**src/rtl/int_branch_resolver.sv**
```systemverilog
// rtl/int_branch_resolver.sv - integer write-back stage with oldest-mispredict recovery request
module int_branch_resolver #(
    parameter int ISSUE_WIDTH = 2,
    parameter int DATA_W      = 32,
    parameter int ADDR_W      = 32,
    parameter int PREG_W      = 7,
    parameter int AL_PTR_W    = 6,
    parameter int CNT_W       = 16
) (
    input  logic                          clk,
    input  logic                          rst,
    input  logic                          stall,
    input  logic                          clear,
    input  logic [ISSUE_WIDTH-1:0]        in_valid,
    input  logic [ISSUE_WIDTH*DATA_W-1:0] in_data,
    input  logic [ISSUE_WIDTH-1:0]        in_data_valid,
    input  logic [ISSUE_WIDTH-1:0]        in_wr_reg,
    input  logic [ISSUE_WIDTH*PREG_W-1:0] in_dst_preg,
    input  logic [ISSUE_WIDTH*AL_PTR_W-1:0] in_al_ptr,
    input  logic [ISSUE_WIDTH-1:0]        in_br_valid,
    input  logic [ISSUE_WIDTH-1:0]        in_mispred,
    input  logic [ISSUE_WIDTH*ADDR_W-1:0] in_next_addr,
    input  logic [AL_PTR_W-1:0]           al_head_ptr,
    input  logic                          rec_ack,
    input  logic                          rec_done,
    output logic [ISSUE_WIDTH-1:0]        rf_we,
    output logic [ISSUE_WIDTH*PREG_W-1:0] rf_waddr,
    output logic [ISSUE_WIDTH*DATA_W-1:0] rf_wdata,
    output logic [ISSUE_WIDTH-1:0]        replay,
    output logic                          rec_req,
    output logic [AL_PTR_W-1:0]           rec_al_ptr,
    output logic [ADDR_W-1:0]             rec_addr,
    output logic [CNT_W-1:0]              br_count,
    output logic [CNT_W-1:0]              mispred_count
);
    localparam int INC_W = $clog2(ISSUE_WIDTH + 1);
    localparam int SUM_W = CNT_W + INC_W;

    typedef enum logic [1:0] {IDLE, REQ, RECOVER} state_t;

    state_t state, stateNext;
    logic [ISSUE_WIDTH-1:0]          vReg, dataValidReg, wrRegReg, brValidReg, mispredReg;
    logic [ISSUE_WIDTH*DATA_W-1:0]   dataReg;
    logic [ISSUE_WIDTH*PREG_W-1:0]   pregReg;
    logic [ISSUE_WIDTH*AL_PTR_W-1:0] ptrReg;
    logic [ISSUE_WIDTH*ADDR_W-1:0]   nextAddrReg;
    logic [AL_PTR_W-1:0]             recPtrReg, recPtrNext, oldPtr;
    logic [ADDR_W-1:0]               recAddrReg, recAddrNext, oldAddr;
    logic [CNT_W-1:0]                brCnt, mpCnt;
    logic [ISSUE_WIDTH-1:0]          mp, brHit;
    logic                            anyMp;

    function automatic logic [AL_PTR_W-1:0] ageOf(input logic [AL_PTR_W-1:0] ptr,
                                                  input logic [AL_PTR_W-1:0] head);
        return ptr - head;
    endfunction

    function automatic logic [CNT_W-1:0] satAdd(input logic [CNT_W-1:0] cnt,
                                                input logic [ISSUE_WIDTH-1:0] hits);
        logic [SUM_W-1:0] sum;
        sum = SUM_W'(cnt);
        for (int i = 0; i < ISSUE_WIDTH; i++) sum = sum + SUM_W'(hits[i]);
        if (sum > SUM_W'({CNT_W{1'b1}})) return {CNT_W{1'b1}};
        return sum[CNT_W-1:0];
    endfunction

    always_ff @(posedge clk or negedge rst) begin
        if (!rst) begin
            vReg         <= '0;
            dataValidReg <= '0;
            wrRegReg     <= '0;
            brValidReg   <= '0;
            mispredReg   <= '0;
            dataReg      <= '0;
            pregReg      <= '0;
            ptrReg       <= '0;
            nextAddrReg  <= '0;
        end else if (!stall) begin
            vReg         <= in_valid & {ISSUE_WIDTH{~clear}};
            dataValidReg <= in_data_valid;
            wrRegReg     <= in_wr_reg;
            brValidReg   <= in_br_valid;
            mispredReg   <= in_mispred;
            dataReg      <= in_data;
            pregReg      <= in_dst_preg;
            ptrReg       <= in_al_ptr;
            nextAddrReg  <= in_next_addr;
        end
    end

    // Stall masks every lane-level effect so a held op is seen exactly once.
    assign rf_we    = vReg & wrRegReg & dataValidReg & {ISSUE_WIDTH{~stall}};
    assign replay   = vReg & ~dataValidReg & {ISSUE_WIDTH{~stall}};
    assign rf_waddr = pregReg;
    assign rf_wdata = dataReg;
    assign mp       = vReg & brValidReg & mispredReg & {ISSUE_WIDTH{~stall}};
    assign brHit    = vReg & brValidReg & dataValidReg & {ISSUE_WIDTH{~stall}};

    // Strict compare keeps the lower lane on equal ages.
    always_comb begin
        anyMp   = 1'b0;
        oldPtr  = '0;
        oldAddr = '0;
        for (int i = 0; i < ISSUE_WIDTH; i++) begin
            if (mp[i] && (!anyMp || ageOf(ptrReg[i*AL_PTR_W +: AL_PTR_W], al_head_ptr)
                                    < ageOf(oldPtr, al_head_ptr))) begin
                anyMp   = 1'b1;
                oldPtr  = ptrReg[i*AL_PTR_W +: AL_PTR_W];
                oldAddr = nextAddrReg[i*ADDR_W +: ADDR_W];
            end
        end
    end

    always_comb begin
        stateNext   = state;
        recPtrNext  = recPtrReg;
        recAddrNext = recAddrReg;
        case (state)
            IDLE: begin
                if (anyMp) begin
                    recPtrNext  = oldPtr;
                    recAddrNext = oldAddr;
                    stateNext   = REQ;
                end
            end
            REQ: begin
                if (rec_ack) begin
                    stateNext = RECOVER;
                end else if (anyMp && ageOf(oldPtr, al_head_ptr) < ageOf(recPtrReg, al_head_ptr)) begin
                    recPtrNext  = oldPtr;
                    recAddrNext = oldAddr;
                end
            end
            RECOVER: begin
                if (rec_done) stateNext = IDLE;
            end
            default: stateNext = IDLE;
        endcase
    end

    always_ff @(posedge clk or negedge rst) begin
        if (!rst) begin
            state      <= IDLE;
            recPtrReg  <= '0;
            recAddrReg <= '0;
            brCnt      <= '0;
            mpCnt      <= '0;
        end else begin
            state      <= stateNext;
            recPtrReg  <= recPtrNext;
            recAddrReg <= recAddrNext;
            brCnt      <= satAdd(brCnt, brHit);
            mpCnt      <= satAdd(mpCnt, mp);
        end
    end

    assign rec_req       = (state == REQ);
    assign rec_al_ptr    = recPtrReg;
    assign rec_addr      = recAddrReg;
    assign br_count      = brCnt;
    assign mispred_count = mpCnt;
endmodule

```
**config.mk**
```make
export PLATFORM = sky130hd
export DESIGN_NAME = int_branch_resolver
export DESIGN_NICKNAME = d
export VERILOG_FILES = /design/src/rtl/int_branch_resolver.sv
export SDC_FILE = /design/constraint.sdc
export NUM_CORES = 1
export LEC_CHECK = 0
export ABC_AREA = 1
export ABC_CLOCK_PERIOD_IN_PS = 5400
export CAP_MARGIN = 0
export CORE_MARGIN = 2
export CORE_UTILIZATION = 40
export CTS_CLUSTER_DIAMETER = 200
export DETAILED_ROUTE_END_ITERATION = 16
export HOLD_SLACK_MARGIN = 0.05
export PLACE_DENSITY = 0.7
export SLEW_MARGIN = 0
export SYNTH_ARGS = -nofsm -noshare
export SYNTH_HDL_FRONTEND = slang
export SYNTH_SLANG_ARGS = --single-unit
```
**constraint.sdc**
```tcl
create_clock -name clk -period 5.4 [get_ports clk]
set_input_delay 0.81 -clock clk [delete_from_list [all_inputs] [get_ports clk]]
set_output_delay 0.81 -clock clk [all_outputs]
set_load 0.01 [all_outputs]
```
==> impl_metrics.tcl, run 1 <==
set metrics [dict create \
    firstDrtPassIters 5 \
    die_h_um 170.4 \
    rrSetupSlack_ns 0.40 \
    netlist_area_mm2 0.01108 \
    yosysSeqAreaShare_pct 53.29 \
    cap_violations 0 \
    cts_hold_buffers 0 \
    antenna_found_initial 0 \
    fin_crit_sh_pct 94.60 \
    grt_first_pass_wirelength_um 52120 \
    dp.cells 2062 \
    drcViolationCount 0 \
    synthToLayoutAreaGrowth_pct 45.38 \
    layout_min_cycle_time_ns 5.109 \
    pin_count 329 \
    skew_ns 0.007679 \
    portBuffers 328 \
    final_cell_mix "nand2_1, clkdlybuf4s50_1, dfrtp_1" \
    critPathKind "primary input to flip-flop" \
    ant_nets 0 \
    synth-seq-cells 236 \
    cp_slowest_stage_delay_ns 0.53 \
    vias 10040 \
    yosysTopAreaCell "dfrtp_1" \
    finalNetCount 1934 \
    cts_tree "built" \
    hold_class "primary input to async pin" \
    die_w_um 170.4 \
    start_util_pct 40.89 \
    h-tree-depth 1 \
    cts_buffers 27 \
    layout_commonest_cell "nand2_1" \
    crit_required_ns 5.81 \
    hold_viol_final 0 \
    final_util_pct 59.45 \
    slew_headroom_pct 39.33 \
    start_kind "primary input" \
    drv_slew 0 \
    hpwl_um 23320 \
    first_iter_violations 503 \
    synthCells 1367 \
    via_per_inst 4.749 \
    coreArea_mm2 0.02710 \
    synth_cell_types 31 \
    first_global_vias 9889 \
    gr-total-overflow 0 \
    drive_above_1_share_pct 7.922 \
    clock-root-buffer "clkbuf_16" \
    diodes 0 \
    crit_top_cell "nand2_1" \
    synth_area_leaders "dfrtp_1, nand2_1, nand3_1, inv_1, ha_1" \
    final.setup.tns_ns 0 \
    wl_per_cell_um 15.75 \
    worst_pin_slew_ns 0.9100 \
    netlist.area_leader.share_pct 53.29 \
    setup_violations 0 \
    num_rows 60 \
    crit_slowest_cell "clkdlybuf4s50_1" \
    path_max_fanout 10 \
    worstSetupEndpointType "flip-flop" \
    syn_area_per_cell_um2 8.107 \
    dieArea_mm2 0.02905 \
    clk_pin_slew_worst_paths_ns 0.06 \
    worst_slack_ns 0.2914 \
    clkSinkCount 236 \
    grt_use_total_pct 22.54 \
    place_ws_ns -0.4024 \
    grt_max_degree 97 \
    gp_congestion 0.8770 \
    cp.arrival_ns 5.52 \
    syn_nets 1579 \
    clockBufferDepth 3 \
    final_cells 2114 \
    status "finished clean" \
    synth_warnings 0 \
    clock_latency_ns 0.53 \
    drt-total-wl_um 33290 \
    cellLeakagePower_uw 0.008303 \
    p_per_area_mw_per_mm2 292.9 \
    fmax_mhz 195.7 \
    ir_drop_v 0.0001969 \
]
==> metal layers <==
| metal | wire [um] | GRT usage [%] | vias to the layer above |
|---|---|---|---|
| li1 | - | - | 4937 |
| met1 | 13750 | 28.92 | 4724 |
| met2 | 16010 | 37.38 | 321 |
| met3 | 2611 | 6.000 | 57 |
| met5 | 0 | 0 | - |
| met4 | 920 | 6.912 | 0 |
==> Yosys cell counts <==
cell / instances
clkbuf_1: 39
o21bai_1: 2
dfrtp_1: 236
or4_1: 1
a21o_1: 2
inv_2: 3
o31ai_1: 2
buf_1: 4
nand2_1: 655
a21oi_1: 11
nand4_1: 8
o21ai_0: 46
nand3_1: 109
inv_1: 108
a21boi_0: 2
a21oi_2: 1
o22ai_1: 2
nor2_1: 22
nor2_4: 1
a31oi_1: 1
and2_1: 3
or2_2: 1
xor2_1: 22
ha_1: 31
fa_1: 5
nand3b_1: 2
buf_2: 13
buf_6: 7
xnor2_1: 17
nor2_2: 1
nor3_1: 10
==> path summary, 6_finish.rpt <==
check | from | end | cells after the start
max in group asynchronous | rst | nextAddrReg[18]$_DFFE_PN0N_ | 2
setup / recovery | al_head_ptr[3] | rec_al_ptr[0]$_DFFE_PN0P_ | 34
hold / removal | rst | rf_wdata[8]$_DFFE_PN0N_ | 1
setup reg to reg | brValidReg[0]$_DFFE_PN0N_ | rec_al_ptr[0]$_DFFE_PN0P_ | 36
hold reg to reg | rf_waddr[11]$_DFFE_PN0N_ | rf_waddr[11]$_DFFE_PN0N_ | 2
min in group clk | rf_waddr[11]$_DFFE_PN0N_ | rf_waddr[11]$_DFFE_PN0N_ | 2
==> logic make-up after synthesis <==
kind of cell             count (synthesis)  share of synthesized area (%)
AO/OA/AOI/OAI                           69                          3.364
XOR/XNOR                                39                          3.082
adder cells (fa/ha/maj)                 36                          4.403
buffers and inverters                  174                          6.515
flip-flops                             236                          53.29
AND/OR/NAND/NOR                        813                          29.34
==> repair_timing <==
| item | in CTS | in global routing |
|---|---|---|
| gates resized for setup | 0 | 33 |
| setup buffers | 0 | 2 |
| setup endpoints to repair | 0 | 38 |
==> critical path, delay by kind of cell <==
family,cells,cell delay (ns)
AO/OA/AOI/OAI,4,0.74
XOR/XNOR,1,0.16
adder cells (fa/ha/maj),4,1.08
buffers and inverters,6,1.09
AND/OR/NAND/NOR,19,1.65
==> report_power, final <==
part / internal (uW) / leakage, uW / switching, uW
logic: 424 / 0.00486 / 395
registers: 1920 / 0.00298 / 94.7
clock network: 1140 / 0.000460 / 746
==> area by class of cell <==
class                      instances  area, um^2
inverter                         111       424.2
timing repair buffer             389        3830
clock buffer                      34       762.0
multi-input combinational        957        4561
tap                              372       465.4
fill                            2448       10990
sequential                       236        5906
clock inverter                    15       162.7
==> flip-flops by register name (all words and copies together), names as in the netlist <==
| name | count |
|---|---|
| nextAddrReg | 64 |
| rf_wdata | 64 |
| rec_addr | 32 |
| br_count | 16 |
| mispred_count | 16 |
| rf_waddr | 14 |
| ptrReg | 12 |
| rec_al_ptr | 6 |
| brValidReg | 2 |
| dataValidReg | 2 |
| mispredReg | 2 |
| state | 2 |
| vReg | 2 |
| wrRegReg | 2 |
==> stage by stage <==
step	power, uW	hold WS, ns	cell area [um^2]
5_1_grt	4944	0.3307	16110
2_1_floorplan	2360	0.4492	11080
6_report	4719	0.2631	16110
3_5_place_dp	2852	0.4636	15010
4_1_cts	4761	0.3228	15940
3_3_place_gp	2836	0.4611	15010
(Power assumes the default switching activity.)
==> run 2, diff against run 1 <==
REMOVE_ABC_BUFFERS = 1   (was unset)
==> run 2 against run 1 <==
Clock-buffer cell count up 5. Via count up 0.23%. Flip-flop and latch count is the same. Critical endpoint is now rec_addr[14]$_DFFE_PN0P_.
==> impl_metrics.tcl, run 2 (synthesized netlist as in run 1, its figures left out) <==
set metrics [dict create \
    worst_slack_ns 0.2481 \
    final.setup.tns_ns 0 \
    first_global_vias 9960 \
    grt_use_total_pct 22.53 \
    p_sw_share_pct 26.22 \
    gp_congestion 0.8999 \
    start_kind "primary input" \
    p_int_uw 3454 \
    wl_per_cell_um 15.92 \
    gr-total-overflow 0 \
    final_cells 2115 \
    dieArea_mm2 0.02905 \
    antenna_found_initial 1 \
    grt_first_pass_wirelength_um 51960 \
    combPwrFrac_pct 17.6 \
    ant_nets 0 \
    final_cell_mix "nand2_1, clkdlybuf4s50_1, dfrtp_1" \
    hpwl_um 23180 \
    skew_ns 0.02075 \
    start_util_pct 40.89 \
    ir_drop_v 0.0002109 \
    firstDrtPassIters 5 \
    p_per_area_mw_per_mm2 289.0 \
    crit_required_ns 5.81 \
    status "finished clean" \
    cap_violations 0 \
    portBuffers 328 \
    cellLeakagePower_uw 0.008312 \
    fin_crit_sh_pct 95.41 \
    worst_r2r_endpoint "rec_addr[14]$_DFFE_PN0P_" \
    post_dp_cell_area_mm2 0.01497 \
    grt_max_degree 131 \
    clock-root-buffer "clkbuf_16" \
    pin_count 329 \
    h-tree-depth 1 \
    place_ws_ns -0.2911 \
    finalNetCount 1935 \
    hold_class "primary input to async pin" \
    worstSetupEndpointType "flip-flop" \
    worst_pin_slew_ns 0.9430 \
    dp.cells 2055 \
    die_h_um 170.4 \
    power_frac_clock_pct 39.3 \
    pwr-share-seq_pct 43.1 \
    critPathKind "primary input to flip-flop" \
    crit_top_cell "nand2_1" \
    crit_slowest_cell "clkdlybuf4s50_1" \
    clkSinkCount 236 \
    worstSetupEndpoint "rec_addr[14]$_DFFE_PN0P_" \
    cp_slowest_stage_delay_ns 0.48 \
    first_iter_violations 503 \
    layout_commonest_cell "nand2_1" \
    r2r-start "vReg[0]$_DFFE_PN0N_" \
    rrSetupSlack_ns 0.35 \
    cts_buffers 27 \
    layout_min_cycle_time_ns 5.152 \
    drv_slew 0 \
    vias 10060 \
    coreArea_mm2 0.02710 \
    drive_above_1_share_pct 8.955 \
    via_per_inst 4.757 \
    clk_pin_slew_worst_paths_ns 0.06 \
    setup_violations 0 \
    die_w_um 170.4 \
    cp.arrival_ns 5.56 \
    clock_latency_ns 0.53 \
    design_area_mm2 0.01620 \
    drt-total-wl_um 33660 \
    path_max_fanout 8 \
    hold_viol_final 0 \
    fmax_mhz 194.1 \
    final_util_pct 59.78 \
    power_switching_uw 1228 \
    cts_tree "built" \
    drcViolationCount 0 \
    num_rows 60 \
    r2r_cells 36 \
    slew_headroom_pct 37.13 \
    critPathLaunch "al_head_ptr[2]" \
    synthToLayoutAreaGrowth_pct 46.20 \
    clockBufferDepth 3 \
]
[run 2: layout make-up]
class,instances,area (um^2)
Fill cell,2446,10900
Sequential cell,236,5906
Multi-Input combinational cell,957,4642
Timing Repair Buffer,390,3869
Clock buffer,39,790.8
Tap cell,372,465.4
Inverter,111,426.7
Clock inverter,9,100.1
Antenna cell,1,2.502
[run 2: metrics by stage]
step / total power (uW) / hold WS [ns]
6_report: 4682 / 0.2817
2_1_floorplan: 2344 / 0.4478
3_3_place_gp: 2825 / 0.4609
3_5_place_dp: 2842 / 0.4642
4_1_cts: 4701 / 0.3424
5_1_grt: 4913 / 0.3583
[run 2: power groups by stage]
stage | Sequential, uW | Combinational, uW | Clock (uW)
floorplan | 2070 | 274 | 0
global placement | 2040 | 785 | 0
detailed placement | 2040 | 801 | 0
CTS | 2010 | 804 | 1880
global route | 2030 | 915 | 1960
finish | 2020 | 824 | 1840
[run 2: how the worst min path moves through the flow]
stage / startpoint / end / slack, ns / cells after the start
after floorplan: brValidReg[0]$_DFFE_PN0N_ / brValidReg[0]$_DFFE_PN0N_ / 0.45 / 2
after global placement: rf_wdata[11]$_DFFE_PN0N_ / rf_wdata[11]$_DFFE_PN0N_ / 0.46 / 2
after detailed placement: rf_wdata[46]$_DFFE_PN0N_ / rf_wdata[46]$_DFFE_PN0N_ / 0.46 / 2
after CTS: rst / ptrReg[1]$_DFFE_PN0N_ / 0.34 / 1
after global routing: rst / ptrReg[1]$_DFFE_PN0N_ / 0.36 / 1
final: rst / ptrReg[1]$_DFFE_PN0N_ / 0.28 / 1
[run 2: critical path: cells and delay by family]
| family | cells | cell delay (ns) |
|---|---|---|
| xor+xnor | 1 | 0.10 |
| compound gates | 5 | 0.84 |
| buf+inv | 6 | 1.01 |
| simple gates | 21 | 1.79 |
| fa+ha+maj | 4 | 1.01 |
[run 2: timing repair]
item                                    4_1_cts  5_1_grt
gates resized for setup                       0       52
buffers inserted                              0        8
hold buffers                                  0        0
endpoints found under the setup margin        0       38
[run 2: metal layers]
metal / part of all wire (%) / global-route usage [%] / up-vias
met5: 0 / 0 / -
met4: 2.4 / 6.615 / 0
met3: 8.2 / 6.767 / 49
met2: 47 / 37.03 / 307
met1: 42 / 28.80 / 4767
li1: - / - / 4939
==> run 3, diff against run 2 <==
CORE_MARGIN = 4   (was 2)
==> run 3 against run 2 <==
Worst hold slack improved by 0.048 ns. Largest power group unchanged. Non-clock buffer count unchanged. Die area increased by 4.7%. First-iteration DRC count increased by 25%.
==> impl_metrics.tcl, run 3 (synthesized netlist as in run 1, its figures left out) <==
set metrics [dict create \
    clockBufferDepth 3 \
    synthToLayoutAreaGrowth_pct 46.03 \
    start_kind "primary input" \
    path_max_fanout 14 \
    pin_count 329 \
    layout_min_cycle_time_ns 5.108 \
    finalNetCount 1936 \
    gp_congestion 0.8792 \
    first_global_vias 10030 \
    grt_first_pass_wirelength_um 54030 \
    worst_pin_slew_ns 0.9488 \
    firstDrtPassIters 5 \
    clk_pin_slew_worst_paths_ns 0.06 \
    clock-root-buffer "clkbuf_16" \
    pwr-share-seq_pct 42.3 \
    cts_hold_buffers 0 \
    p_per_area_mw_per_mm2 294.9 \
    cts_tree "built" \
    start_util_pct 40.89 \
    h-tree-depth 1 \
    critPathKind "primary input to flip-flop" \
    clkSinkCount 236 \
    hpwl_um 24230 \
    die_w_um 174.4 \
    vias 10060 \
    cap_violations 0 \
    hold_viol_final 0 \
    via_per_inst 4.754 \
    power_switching_uw 1234 \
    diodes 0 \
    antenna_found_initial 0 \
    crit_required_ns 5.88 \
    drt-total-wl_um 34110 \
    coreArea_mm2 0.02710 \
    drv_slew 0 \
    clock_latency_ns 0.54 \
    grt_max_degree 122 \
    final_cell_mix "nand2_1, clkdlybuf4s50_1, dfrtp_1" \
    layout_commonest_cell "nand2_1" \
    num_rows 60 \
    cellLeakagePower_uw 0.008324 \
    portBuffers 328 \
    gr-total-overflow 0 \
    setup_violations 0 \
    skew_ns 0.01919 \
    grt_use_total_pct 21.71 \
    cts_buffers 28 \
    fmax_mhz 195.8 \
    wl_per_cell_um 16.11 \
    status "finished clean" \
    cp_slowest_stage_delay_ns 0.45 \
    drcViolationCount 0 \
    p_int_uw 3539 \
    ant_nets 0 \
    worstSetupEndpointType "flip-flop" \
    cp.arrival_ns 5.58 \
    first_iter_violations 630 \
    hold_class "primary input to async pin" \
    slew_headroom_pct 36.75 \
    crit_top_cell "nand2_1" \
    final_util_pct 59.71 \
    fin_crit_sh_pct 94.60 \
    combPwrFrac_pct 17.3 \
    dieArea_mm2 0.03043 \
    power_frac_clock_pct 40.5 \
    whs_ns 0.3298 \
    drive_above_1_share_pct 8.023 \
    die_h_um 174.4 \
    n_fill_cell 2363 \
    ir_drop_v 0.0002275 \
    crit_slowest_cell "clkdlybuf4s50_1" \
    p_sw_share_pct 25.85 \
]
## run 3: layout make-up
class,count,area [um^2],area share (%)
Clock buffer,41,819.5,5.064
Clock inverter,10,140.1,0.8659
Inverter,111,424.2,2.621
Multi-Input combinational cell,957,4583,28.32
Sequential cell,236,5906,36.49
Tap cell,372,465.4,2.876
Timing Repair Buffer,390,3845,23.76
## run 3: worst paths after layout
| path | endpoint | slack [ns] | startpoint | cells past startpoint |
|---|---|---|---|---|
| setup / recovery | rec_addr[10]$_DFFE_PN0P_ | 0.29 | al_head_ptr[2] | 30 |
| hold / removal | ptrReg[0]$_DFFE_PN0N_ | 0.33 | rst | 1 |
| setup reg to reg | rec_addr[10]$_DFFE_PN0P_ | 0.43 | vReg[0]$_DFFE_PN0N_ | 40 |
| hold reg to reg | rec_addr[5]$_DFFE_PN0P_ | 0.47 | rec_addr[5]$_DFFE_PN0P_ | 2 |
| max in group asynchronous | rf_wdata[11]$_DFFE_PN0N_ | 3.91 | rst | 2 |
| min in group clk | rec_addr[5]$_DFFE_PN0P_ | 0.47 | rec_addr[5]$_DFFE_PN0P_ | 2 |
## run 3: power groups by stage
stage	registers (uW)	clock network (uW)	logic (uW)
final	2020	1930	824
after floorplan	2070	0	274
after global placement	2040	0	798
after detailed placement	2040	0	809
after global routing	2040	2060	911
after CTS	2020	1980	814
## run 3: routing by layer
layer | part of all wire, % | GRT usage [%] | vias up
li1 | - | - | 4929
met1 | 42 | 28.09 | 4761
met2 | 48 | 36.58 | 331
met3 | 8.0 | 6.242 | 43
met4 | 2.1 | 4.421 | 0
met5 | 0 | 0 | -
## run 3: what timing repair did
item | 4_1_cts | 5_1_grt
endpoints found under the setup margin | 0 | 38
buffers inserted | 0 | 9
gates resized for setup | 0 | 36
endpoints found under the hold margin | 0 | 0
## run 3: metrics by stage
| step | total power [uW] | std cells | TNS, ns | setup WS, ns | area [um^2] |
|---|---|---|---|---|---|
| floorplan | 2344 | 1304 | -152.44 | -4.011 | 10780 |
| CTS | 4814 | 2107 | 0 | 0.09303 | 15930 |
| global placement | 2840 | 2056 | -11.79 | -0.3294 | 14970 |
| finish | 4773 | 2117 | 0 | 0.2917 | 16180 |
| detailed placement | 2853 | 2056 | -15.25 | -0.4247 | 14970 |
| global route | 5010 | 2117 | -1.517 | -0.07915 | 16180 |
## run 3: worst max-delay path, delay by kind of cell
kind | cells | cell delay, ns
adders and majority gates | 5 | 1.42
and+or+nand+nor | 13 | 1.17
AOI/OAI and AO/OA | 6 | 0.97
buffers and inverters | 4 | 0.83
xor gates and xnor gates | 2 | 0.36
